===== src/rtl/mem_arbiter_pkg.sv =====
// Shared types and limits for the imem/dmem single-port RAM arbiter.
package mem_arbiter_pkg;

  typedef enum logic [1:0] {
    ST_IDLE  = 2'd0,
    ST_ISSUE = 2'd1,
    ST_WAIT  = 2'd2,
    ST_DONE  = 2'd3
  } state_t;

  typedef enum logic {
    OWN_I = 1'b0,
    OWN_D = 1'b1
  } owner_t;

  localparam int unsigned LAT_MIN = 1;
  localparam int unsigned LAT_MAX = 7;
  localparam int unsigned CNT_W   = 3;

endpackage


===== src/rtl/mem_arbiter_rr_arb2.sv =====
// Two-request round-robin picker; favours the port that did not own the RAM last.
module rr_arb2
  import mem_arbiter_pkg::*;
(
  input  logic [1:0] req,
  input  owner_t     last_owner,
  output owner_t     gnt,
  output logic       gnt_valid
);

  always_comb begin
    gnt_valid = |req;
    gnt       = OWN_I;
    if (&req) begin
      gnt = (last_owner == OWN_I) ? OWN_D : OWN_I;
    end else if (req[1]) begin
      gnt = OWN_D;
    end
  end

endmodule


===== src/rtl/mem_arbiter.sv =====
// Shares one single-port synchronous RAM between the fetch (I) and data (D) ports.
// Every transaction runs IDLE -> ISSUE -> [WAIT x LATENCY for reads] -> DONE.
module mem_arbiter
  import mem_arbiter_pkg::*;
#(
  parameter int unsigned AW      = 32,
  parameter int unsigned DW      = 32,
  parameter int unsigned LATENCY = 1
) (
  input  logic          clk,
  input  logic          reset,
  input  logic          i_req,
  input  logic [AW-1:0] i_addr,
  output logic          i_ack,
  output logic [DW-1:0] i_rdata,
  input  logic          d_req,
  input  logic          d_we,
  input  logic [AW-1:0] d_addr,
  input  logic [DW-1:0] d_wdata,
  output logic          d_ack,
  output logic [DW-1:0] d_rdata,
  output logic          mem_en,
  output logic          mem_we,
  output logic [AW-1:0] mem_addr,
  output logic [DW-1:0] mem_wdata,
  input  logic [DW-1:0] mem_rdata,
  output logic          busy
);

  state_t             state, state_d;
  logic [CNT_W-1:0]   cnt, cnt_d;
  owner_t             owner, last_owner, gnt;
  logic               gnt_valid;
  logic               gnt_we;
  logic               we_q;
  logic               capture;

  rr_arb2 u_rr_arb2 (
    .req        ({d_req, i_req}),
    .last_owner (last_owner),
    .gnt        (gnt),
    .gnt_valid  (gnt_valid)
  );

  assign gnt_we  = (gnt == OWN_D) && d_we;
  // Last WAIT cycle is the one in which the RAM presents read data.
  assign capture = (state == ST_WAIT) && (cnt == '0);

  always_ff @(posedge clk or negedge reset) begin
    if (!reset) begin
      state <= ST_IDLE;
      cnt   <= '0;
    end else begin
      state <= state_d;
      cnt   <= cnt_d;
    end
  end

  always_comb begin
    state_d = state;
    cnt_d   = cnt;
    case (state)
      ST_IDLE: begin
        if (gnt_valid) state_d = ST_ISSUE;
      end
      ST_ISSUE: begin
        if (we_q) begin
          state_d = ST_DONE;
        end else begin
          state_d = ST_WAIT;
          cnt_d   = CNT_W'(LATENCY - 1);
        end
      end
      ST_WAIT: begin
        if (cnt == '0) state_d = ST_DONE;
        else           cnt_d   = cnt - CNT_W'(1);
      end
      ST_DONE: state_d = ST_IDLE;
      default: state_d = ST_IDLE;
    endcase
  end

  // Outputs are registered off the next state so they line up with the state they describe.
  always_ff @(posedge clk or negedge reset) begin
    if (!reset) begin
      owner      <= OWN_I;
      last_owner <= OWN_I;
      we_q       <= 1'b0;
      mem_en     <= 1'b0;
      mem_we     <= 1'b0;
      mem_addr   <= '0;
      mem_wdata  <= '0;
      i_ack      <= 1'b0;
      d_ack      <= 1'b0;
      i_rdata    <= '0;
      d_rdata    <= '0;
      busy       <= 1'b0;
    end else begin
      mem_en <= (state_d == ST_ISSUE);
      mem_we <= (state_d == ST_ISSUE) && gnt_we;
      busy   <= (state_d != ST_IDLE);
      i_ack  <= (state_d == ST_DONE) && (owner == OWN_I);
      d_ack  <= (state_d == ST_DONE) && (owner == OWN_D);
      if ((state == ST_IDLE) && gnt_valid) begin
        owner      <= gnt;
        last_owner <= gnt;
        we_q       <= gnt_we;
        mem_addr   <= (gnt == OWN_D) ? d_addr : i_addr;
        mem_wdata  <= (gnt == OWN_D) ? d_wdata : '0;
      end
      if (capture) begin
        if (owner == OWN_I) i_rdata <= mem_rdata;
        else                d_rdata <= mem_rdata;
      end
    end
  end

endmodule


===== config.mk =====
export PLATFORM = sky130hd
export DESIGN_NAME = mem_arbiter
export DESIGN_NICKNAME = d
export VERILOG_FILES = /design/src/rtl/mem_arbiter_pkg.sv /design/src/rtl/mem_arbiter_rr_arb2.sv /design/src/rtl/mem_arbiter.sv
export SDC_FILE = /design/constraint.sdc
export NUM_CORES = 1
export LEC_CHECK = 0
export BUFFER_PORTS_ARGS = -buffer_cell sky130_fd_sc_hd__buf_4
export CORE_UTILIZATION = 30
export DETAILED_ROUTE_END_ITERATION = 10
export SLEW_MARGIN = 10
export SYNTH_ARGS = -nofsm -noshare
export SYNTH_HDL_FRONTEND = slang
export SYNTH_SLANG_ARGS = --single-unit
export TNS_END_PERCENT = 20

===== constraint.sdc =====
create_clock -name clk -period 3.7 [get_ports clk]
set_input_delay 0.37 -clock clk [delete_from_list [all_inputs] [get_ports clk]]
set_output_delay 0.37 -clock clk [all_outputs]
set_load 0.05 [all_outputs]

==> metrics.md, run 1 <==
| Metric | Value |
|---|---|
| Via/cell ratio | `4.37` |
| Fill cells | `1745` |
| Gpl congestion | `0.752` |
| CP max FO | `32` |
| Initial Utilization | `30.7%` |
| Crit end category | `flop` |
| TritonCTS clock tree | `yes` |
| Slew HR | `29.2%` |
| Final hold violations | `0` |
| Clock latency on the worst-skew pair | `0.42 ns` |
| DR DRC count | `0` |
| Dpl hpwl | `10200 um` |
| Power Density | `1120 mW/mm^2` |
| Overflow after GRT | `0` |
| Compound-Gate Fraction of Synth Area | `8.84%` |
| Arrival time worst endpoint | `2.59 ns` |
| Global-route usage over all layers | `14.3%` |
| Synth top area cells | `dfrtp_1 (61%), mux2_4 (7.8%), mux2_2 (6.2%), mux2i_1 (5.7%), a22o_1 (4.4%)` |
| Final min period | `2.30 ns` |
| Drt wl/cell | `14.8 um` |
| TNS Setup | `0 ns` |
| Adder-Cell Fraction of Synth Area | `1.30%` |
| First-pass GRT wire length | `21900 um` |
| Seq/Total Area, Yosys | `60.5%` |
| CP Data Required Time | `3.99 ns` |
| Footprint of the multi-input gates | `0.00204 sq mm` |
| Die Y | `141 um` |
| WP buf/inv | `1` |
| Layout cell share with drive strength beyond 1 | `55.3%` |
| Core area | `0.0188 sq mm` |
| Post-synthesis cell count | `401` |
| Layout area overhead | `47.3%` |
| Clock Skew | `0.0112 ns` |
| DR pass1 iterations | `4` |
| Status | `finished clean` |
| Clk slew on worst S/H paths | `0.07 ns` |
| Register area | `0.00350 sq mm` |
| Slowest library cell on the worst path | `nor2_4` |
| Maxcap violations | `0` |
| Die span in x | `141 um` |
| RSZ-0062 raised after global routing | `no` |
| Synth cell types | `40` |
| Pin count of the biggest net entering global routing | `77` |
| N_diodes | `0` |
| Clock Tree Buf Depth | `2` |
| CTS root buf | `clkbuf_16` |
| Fin nets | `804` |
| YS warnings | `0` |
| Largest family of logic cells by synthesized area | `multiplexers` |
| DRT Wirelength | `13900 um` |
| Finish-stage setup viols | `0` |
| #FFs+latches synth | `140` |
| Hold Path Class | `in2reg` |
| Synth area leader | `dfrtp_1` |
| Core Util, Final | `45.3%` |
| Port buffer count | `265` |
| Resized cells post-CTS | `0` |
| Period Utilization, post-route | `62.2%` |
| Initial antenna violation count | `0` |
| Synth Cell Area | `0.00579 sq mm` |
| Fmax | `434 MHz` |
| Top cell type's share of synthesized area | `60.5%` |
| Via count | `4102` |
| CP max stage delay | `0.76 ns` |
| Leakage Power | `4.33 nW` |
| Final Max Tran Viols | `0` |
| Crit Path Class | `reg2reg` |
| Vias in the first global route | `4247` |
| Simple-Gate Fraction of Synth Area | `4.84%` |
| Iteration-0 DRC Markers | `120` |
| Crit start category | `flop` |
| Post-Synth XOR/XNOR Area | `0%` |
| Mapped Nets | `540` |
| CP Cell Sequence | `inv_1, ha_1, nand3b_1, nor2_4, mux2_2` |
| Peak VDD IR | `0.000397 V` |
| Syn avg cell area | `14.4 sq um` |
| Htree depth | `4` |
| CTS sink cnt | `140` |
| Die footprint | `0.0199 sq mm` |
| Tightest Pin Transition | `1.06 ns` |
| Total CTS buffers | `17` |
| I/O pins | `266` |
| Antenna-violating nets left | `0` |
| Worst path top cell family by delay | `simple AND/OR/NAND/NOR gates` |
| Rows | `50` |
| Multiplexer share of the synthesized area | `20.1%` |
cells by family (layout without fill, tap and decap cells):
logic type      Yosys count  in the layout
compound gates           74             74
fa+ha+maj                 6              6
buf+inv                  29            306
flops                   140            140
mux                      97             97
simple gates             55             55
per-stage QoR:
| step | worst slack, ns | hold slack (ns) | total power, mW | cells | instance area (sq um) |
|---|---|---|---|---|---|
| floorplan | 2.02 | 0.0744 | 6.37 | 401 | 5790 |
| global placement | 1.47 | 0.384 | 7.83 | 904 | 7920 |
| detailed placement | 1.36 | 0.395 | 7.93 | 904 | 7920 |
| CTS | 1.36 | 0.138 | 9.62 | 937 | 8510 |
| global route | 1.19 | 0.145 | 9.99 | 938 | 8520 |
| finish | 1.40 | 0.166 | 9.52 | 938 | 8520 |
final timing paths:
| path | startpoint | end | slack, ns | depth (start not counted) |
|---|---|---|---|---|
| worst min register to register | mem_addr[25] | mem_addr[25] | 0.48 | 2 |
| worst min-delay path | d_wdata[17] | mem_wdata[17] | 0.17 | 2 |
| worst max register to register | state[0] | i_rdata[5] | 1.40 | 5 |
| worst max-delay path | state[0] | i_rdata[5] | 1.40 | 5 |
| min in group asynchronous | reset | d_rdata[27] | 0.51 | 2 |
| max in group asynchronous | reset | mem_addr[20] | 2.35 | 3 |
power by group:
group	total [mW]	switching [mW]	internal (mW)
registers	2.68	0.424	2.25
clock network	1.66	0.683	0.974
logic	5.18	3.39	1.79
total	9.52	4.50	5.02
routing by layer:
layer / vias up / part of all wire [%] / track usage [%]
met4: 0 / 1.4 / 5.84
met1: 1961 / 44 / 17.9
li1: 1956 / - / -
met5: - / 0 / 0
met2: 172 / 48 / 23.4
met3: 13 / 5.9 / 3.70
state kept, by name (all words and copies together) (netlist names):
signal and flops:
d_rdata 32, i_rdata 32, mem_addr 32, mem_wdata 32, cnt 3, state 2, busy 1, d_ack 1
i_ack 1, last_owner 1, mem_en 1, mem_we 1, we_q 1
what timing repair did:
| item | CTS | global route |
|---|---|---|
| endpoints found under the hold margin | 64 | 0 |
| buffers inserted | 0 | 0 |
| hold buffers | 1 | 0 |
cells in the final DEF, fill, tap and decap left out, types with 4 or more instances in the layout:
cell and count:
a22o_1 29, buf_4 264, ha_1 6, nand2_1 35
clkbuf_16 17, mux2_2 32, o21ai_1 30, inv_6 5
mux2_4 30, clkinvlp_4 5, dfrtp_1 140, mux2i_1 33
o21ai_0 4, inv_1 5
synth_stat cells:
cell type	instances
a21bo_1	1
a21o_2	1
a21oi_1	2
a22o_1	29
a22o_2	3
a31oi_1	1
and2_1	1
and3_1	1
and3_2	1
and3b_2	2
buf_12	3
buf_2	2
buf_6	8
buf_8	3
clkbuf_1	8
dfrtp_1	140
ha_1	6
inv_1	5
mux2_1	2
mux2_2	32
mux2_4	30
mux2i_1	33
nand2_1	35
nand2_2	1
nand2_4	1
nand3_1	2
nand3b_1	1
nor2_1	1
nor2_4	1
nor2b_1	2
nor3_1	1
nor3b_1	1
nor4b_1	2
nor4bb_1	1
o211ai_1	1
o21ai_0	4
o21ai_1	30
o21ai_2	1
o22ai_1	1
or2_2	1
area by class of cell:
class | count | area share [%]
Clock buffer | 19 | 5.31
Tap cell | 260 | 3.82
Clock inverter | 13 | 1.50
Timing Repair Buffer | 269 | 24.1
Sequential cell | 140 | 41.1
Multi-Input combinational cell | 232 | 23.9
Inverter | 5 | 0.220
Power figures use the tool's default switching activity.
==> run 2, diff against run 1 <==
--- a/config.mk
+++ b/config.mk
@@ -5,6 +5,7 @@
 export SDC_FILE = /design/constraint.sdc
 export NUM_CORES = 1
 export LEC_CHECK = 0
+export ABC_AREA = 1
 export BUFFER_PORTS_ARGS = -buffer_cell sky130_fd_sc_hd__buf_4
 export CORE_UTILIZATION = 30
 export DETAILED_ROUTE_END_ITERATION = 10
==> constraint.sdc (replaced) <==
create_clock -name clk -period 2.15 [get_ports clk]
set_input_delay 0.215 -clock clk [delete_from_list [all_inputs] [get_ports clk]]
set_output_delay 0.215 -clock clk [all_outputs]
set_load 0.05 [all_outputs]
==> run 2 against run 1 <==
Global-route usage increased by 1.3 points. Hold slack got worse by 0.14 ns. Non-clock buffer count increased by 5. Clock power increased by 72%. Core utilization decreased by 0.41 points. Register-to-register slack got worse by 1.1 ns. Synthesized cell count increased by 61%.
==> metrics.md, run 2 <==
| Metric | Value |
|---|---|
| Synth Cell Area | `0.00604 sq mm (+4.3%)` |
| DRT Wirelength | `15800 um (+13%)` |
| Clock latency on the worst-skew pair | `0.41 ns (about the same)` |
| Htree depth | `4 (unchanged)` |
| Top cells by count, synth | `nand2_1 (216), dfrtp_1 (140), inv_1 (76)` |
| Dpl cells | `1149 (+27%)` |
| Global-route usage over all layers | `15.6% (+1.3 points)` |
| Total CTS buffers | `17 (unchanged)` |
| Clock Skew | `0.00921 ns (-0.00202 ns)` |
| CP Data Required Time | `2.41 ns (-1.58 ns)` |
| Antenna-violating nets left | `0 (unchanged)` |
| Fin nets | `1043 (+30%)` |
| Compound-Gate Fraction of Synth Area | `11.5% (+2.7 points)` |
| Initial antenna violation count | `0 (unchanged)` |
| CP Cell Sequence | `inv_1, ha_1, nand3_1, clkinv_2, nand2_4, o21ai_0` |
| CP max stage delay | `0.49 ns (-0.27 ns)` |
| Slew HR | `34.1% (+4.9 points)` |
| Via/cell ratio | `4.28 (-2.1%)` |
| Period Utilization, post-route | `85.9% (+24 points)` |
| CTS sink cnt | `140 (unchanged)` |
| Maxcap violations | `0 (unchanged)` |
| Iteration-0 DRC Markers | `213 (+78%)` |
| CTS root buf | `clkbuf_16` |
| Drt wl/cell | `13.3 um (-10%)` |
| First-pass GRT wire length | `24900 um (+14%)` |
| Top FF cell, synth | `dfrtp_1` |
| Setup WS post-layout | `0.304 ns (-1.09 ns)` |
| Final Max Tran Viols | `0 (unchanged)` |
| TritonCTS clock tree | `yes` |
| Clk slew on worst S/H paths | `0.06 ns (about the same)` |
| Syn avg cell area | `9.33 sq um (-35%)` |
| YS warnings | `0 (unchanged)` |
| Die span in x | `144 um (+2.1%)` |
| Synth area leader | `dfrtp_1` |
| Seq/Total Area, Yosys | `58.0% (-2.5 points)` |
| Adder-Cell Fraction of Synth Area | `1.24% (-0.053 points)` |
| Layout cell share with drive strength beyond 1 | `38.2% (-17 points)` |
| DR DRC count | `0 (unchanged)` |
| Finished Layout Cells | `1182 (+26%)` |
| TNS Setup | `0 ns (unchanged)` |
| #FFs+latches synth | `140 (unchanged)` |
| Arrival time worst endpoint | `2.10 ns (-0.49 ns)` |
| Post-synthesis async set-or-reset flop share | `100% (unchanged)` |
| Leakage Power | `4.85 nW (+12%)` |
| Clock Tree Buf Depth | `2 (unchanged)` |
| Status | `finished clean` |
| DR pass1 iterations | `4 (unchanged)` |
| Power Density | `1920 mW/mm^2 (+72%)` |
| CP max FO | `64 (+100%)` |
| N_diodes | `0 (unchanged)` |
| Dpl hpwl | `11000 um (+7.8%)` |
| Final hold violations | `0 (unchanged)` |
| Synth cell types | `24 (-40%)` |
| Fmax | `542 MHz (+25%)` |
| Initial Utilization | `30.8% (+0.073 points)` |
| Pre-CTS setup slack | `0.309 ns (-1.05 ns)` |
| Post-Synth XOR/XNOR Area | `0.145% (+0.15 points)` |
| Crit end category | `flop` |
| Post-synthesis cell count | `647 (+61%)` |
| Worst r2r src | `state[0]` |
| Top-count cell post-synth | `nand2_1` |
| Slowest library cell on the worst path | `nand2_4` |
| Hold Path Class | `in2reg` |
| Reg2reg end | `i_rdata[7]` |
| Synth top area cells | `dfrtp_1 (58%), nand2_1 (13%), inv_1 (4.7%), o211ai_2 (4.1%), nand3_1 (3.2%)` |
| Core area | `0.0196 sq mm (+4.0%)` |
| Die footprint | `0.0207 sq mm (+4.2%)` |
| Internal reg-to-reg setup slack | `0.30 ns (-1.09 ns)` |
| Crit Path Class | `reg2reg` |
| Rows | `51 (+2.0%)` |
| Mapped Nets | `786 (+46%)` |
| Worst Hold Launch | `d_wdata[31]` |
| Multiplexer share of the synthesized area | `0% (-20 points)` |
| Post-synth EDFFs | `0 (unchanged)` |
| Gpl congestion | `0.782 (+4.0%)` |
| Simple-Gate Fraction of Synth Area | `19.6% (+15 points)` |
| Crit start category | `flop` |
| Tightest Pin Transition | `0.987 ns (-0.0752 ns)` |
| Layout area overhead | `45.6%` |
| Largest family of logic cells by synthesized area | `simple AND/OR/NAND/NOR gates` |
| Top cell type's share of synthesized area | `58.0% (-2.5 points)` |
| Setup Fix Bufs, Post-CTS | `0 (unchanged)` |
| Reg2Reg Depth | `6 (+1)` |
| I/O pins | `266 (unchanged)` |
| Final min period | `1.85 ns (-0.456 ns)` |
| Die Y | `144 um (+2.1%)` |
| Total Power | `16.8 mW (+77%)` |
| Port buffer count | `265 (unchanged)` |
| RSZ-0062 raised after global routing | `no` |
| Pin count of the biggest net entering global routing | `66 (-14%)` |
| Overflow after GRT | `0 (unchanged)` |
| Finish-stage setup viols | `0 (unchanged)` |
| Vias in the first global route | `4922 (+16%)` |
| Most frequent cells in the layout | `buf_4 (268), nand2_1 (216), dfrtp_1 (140), inv_1 (76), nand3_1 (39)` |
| Hold Path End | `mem_wdata[31]` |
| Via count | `5062 (+23%)` |
| Commonest non-fill, non-tap cell in the layout | `buf_4` |
| Hold Crit Depth | `3 (+1)` |
| Peak VDD IR | `0.000787 V (+98%)` |
-- run 2: worst max-delay path by stage --
| stage | startpoint | end | slack, ns | cells after the start |
|---|---|---|---|---|
| 2_1_floorplan | state[0] | d_rdata[10] | 0.71 | 8 |
| 6_report | state[0] | i_rdata[7] | 0.30 | 6 |
| 3_3_place_gp | last_owner | we_q | 0.36 | 5 |
| 4_1_cts | state[0] | i_rdata[7] | 0.29 | 6 |
| 5_1_grt | state[0] | i_rdata[5] | 0.007 | 7 |
| 3_5_place_dp | state[0] | i_rdata[7] | 0.31 | 6 |
-- run 2: cell type report --
| class | count | area [sq um] |
|---|---|---|
| clock buffers | 21 | 470 |
| well taps | 265 | 332 |
| repair buffers | 274 | 2110 |
| flip-flops and latches | 140 | 3500 |
| inverters | 78 | 294 |
| clock inverters | 11 | 108 |
| fillers | 1963 | 10800 |
| multi-input cells | 393 | 1970 |
-- run 2: kinds of logic after synthesis --
| kind of cell | count (synthesis) |
|---|---|
| AOI/OAI and AO/OA | 102 |
| xor gates and xnor gates | 1 |
| adders and majority gates | 6 |
| buffers and inverters | 114 |
| DFF | 140 |
| and+or+nand+nor | 284 |
-- run 2: what timing repair did --
| action | CTS | global route |
|---|---|---|
| hold buffers | 1 | 0 |
| hold endpoints to repair | 56 | 0 |
| gates resized for setup | 0 | 0 |
-- run 2: metrics by stage --
stage                     hold WS [ns]  util (%)  cell area [sq um]
final                           0.0296      44.9               8790
after global routing            0.0153      44.9               8790
after floorplan                -0.0806         -               6040
after CTS                       0.0101      44.9               8790
after global placement           0.236      41.9               8200
after detailed placement         0.234      41.9               8200
-- run 2: per-layer routing --
| metal | global-route usage [%] | wire, um | up-vias |
|---|---|---|---|
| li1 | - | - | 2548 |
| met1 | 18.7 | 6610 | 2343 |
| met2 | 25.9 | 7810 | 146 |
| met3 | 4.60 | 963 | 25 |
| met4 | 6.72 | 371 | 0 |
| met5 | 0 | 0 | - |
-- run 2: where the power goes --
group          switching (mW)  leakage [nW]  total [mW]  internal (mW)
clock                    1.15         0.281        2.85           1.70
combinational            6.70          2.83        9.34           2.64
sequential              0.702          1.74        4.64           3.94
-- run 2: critical path, delay by kind of cell, from the launching register on --
family | cells | cell delay, ns
AND/OR/NAND/NOR | 2 | 0.64
flip-flops | 1 | 0.37
adder cells (fa/ha/maj) | 1 | 0.27
buffers and inverters | 2 | 0.21
AO/OA/AOI/OAI | 1 | 0.17
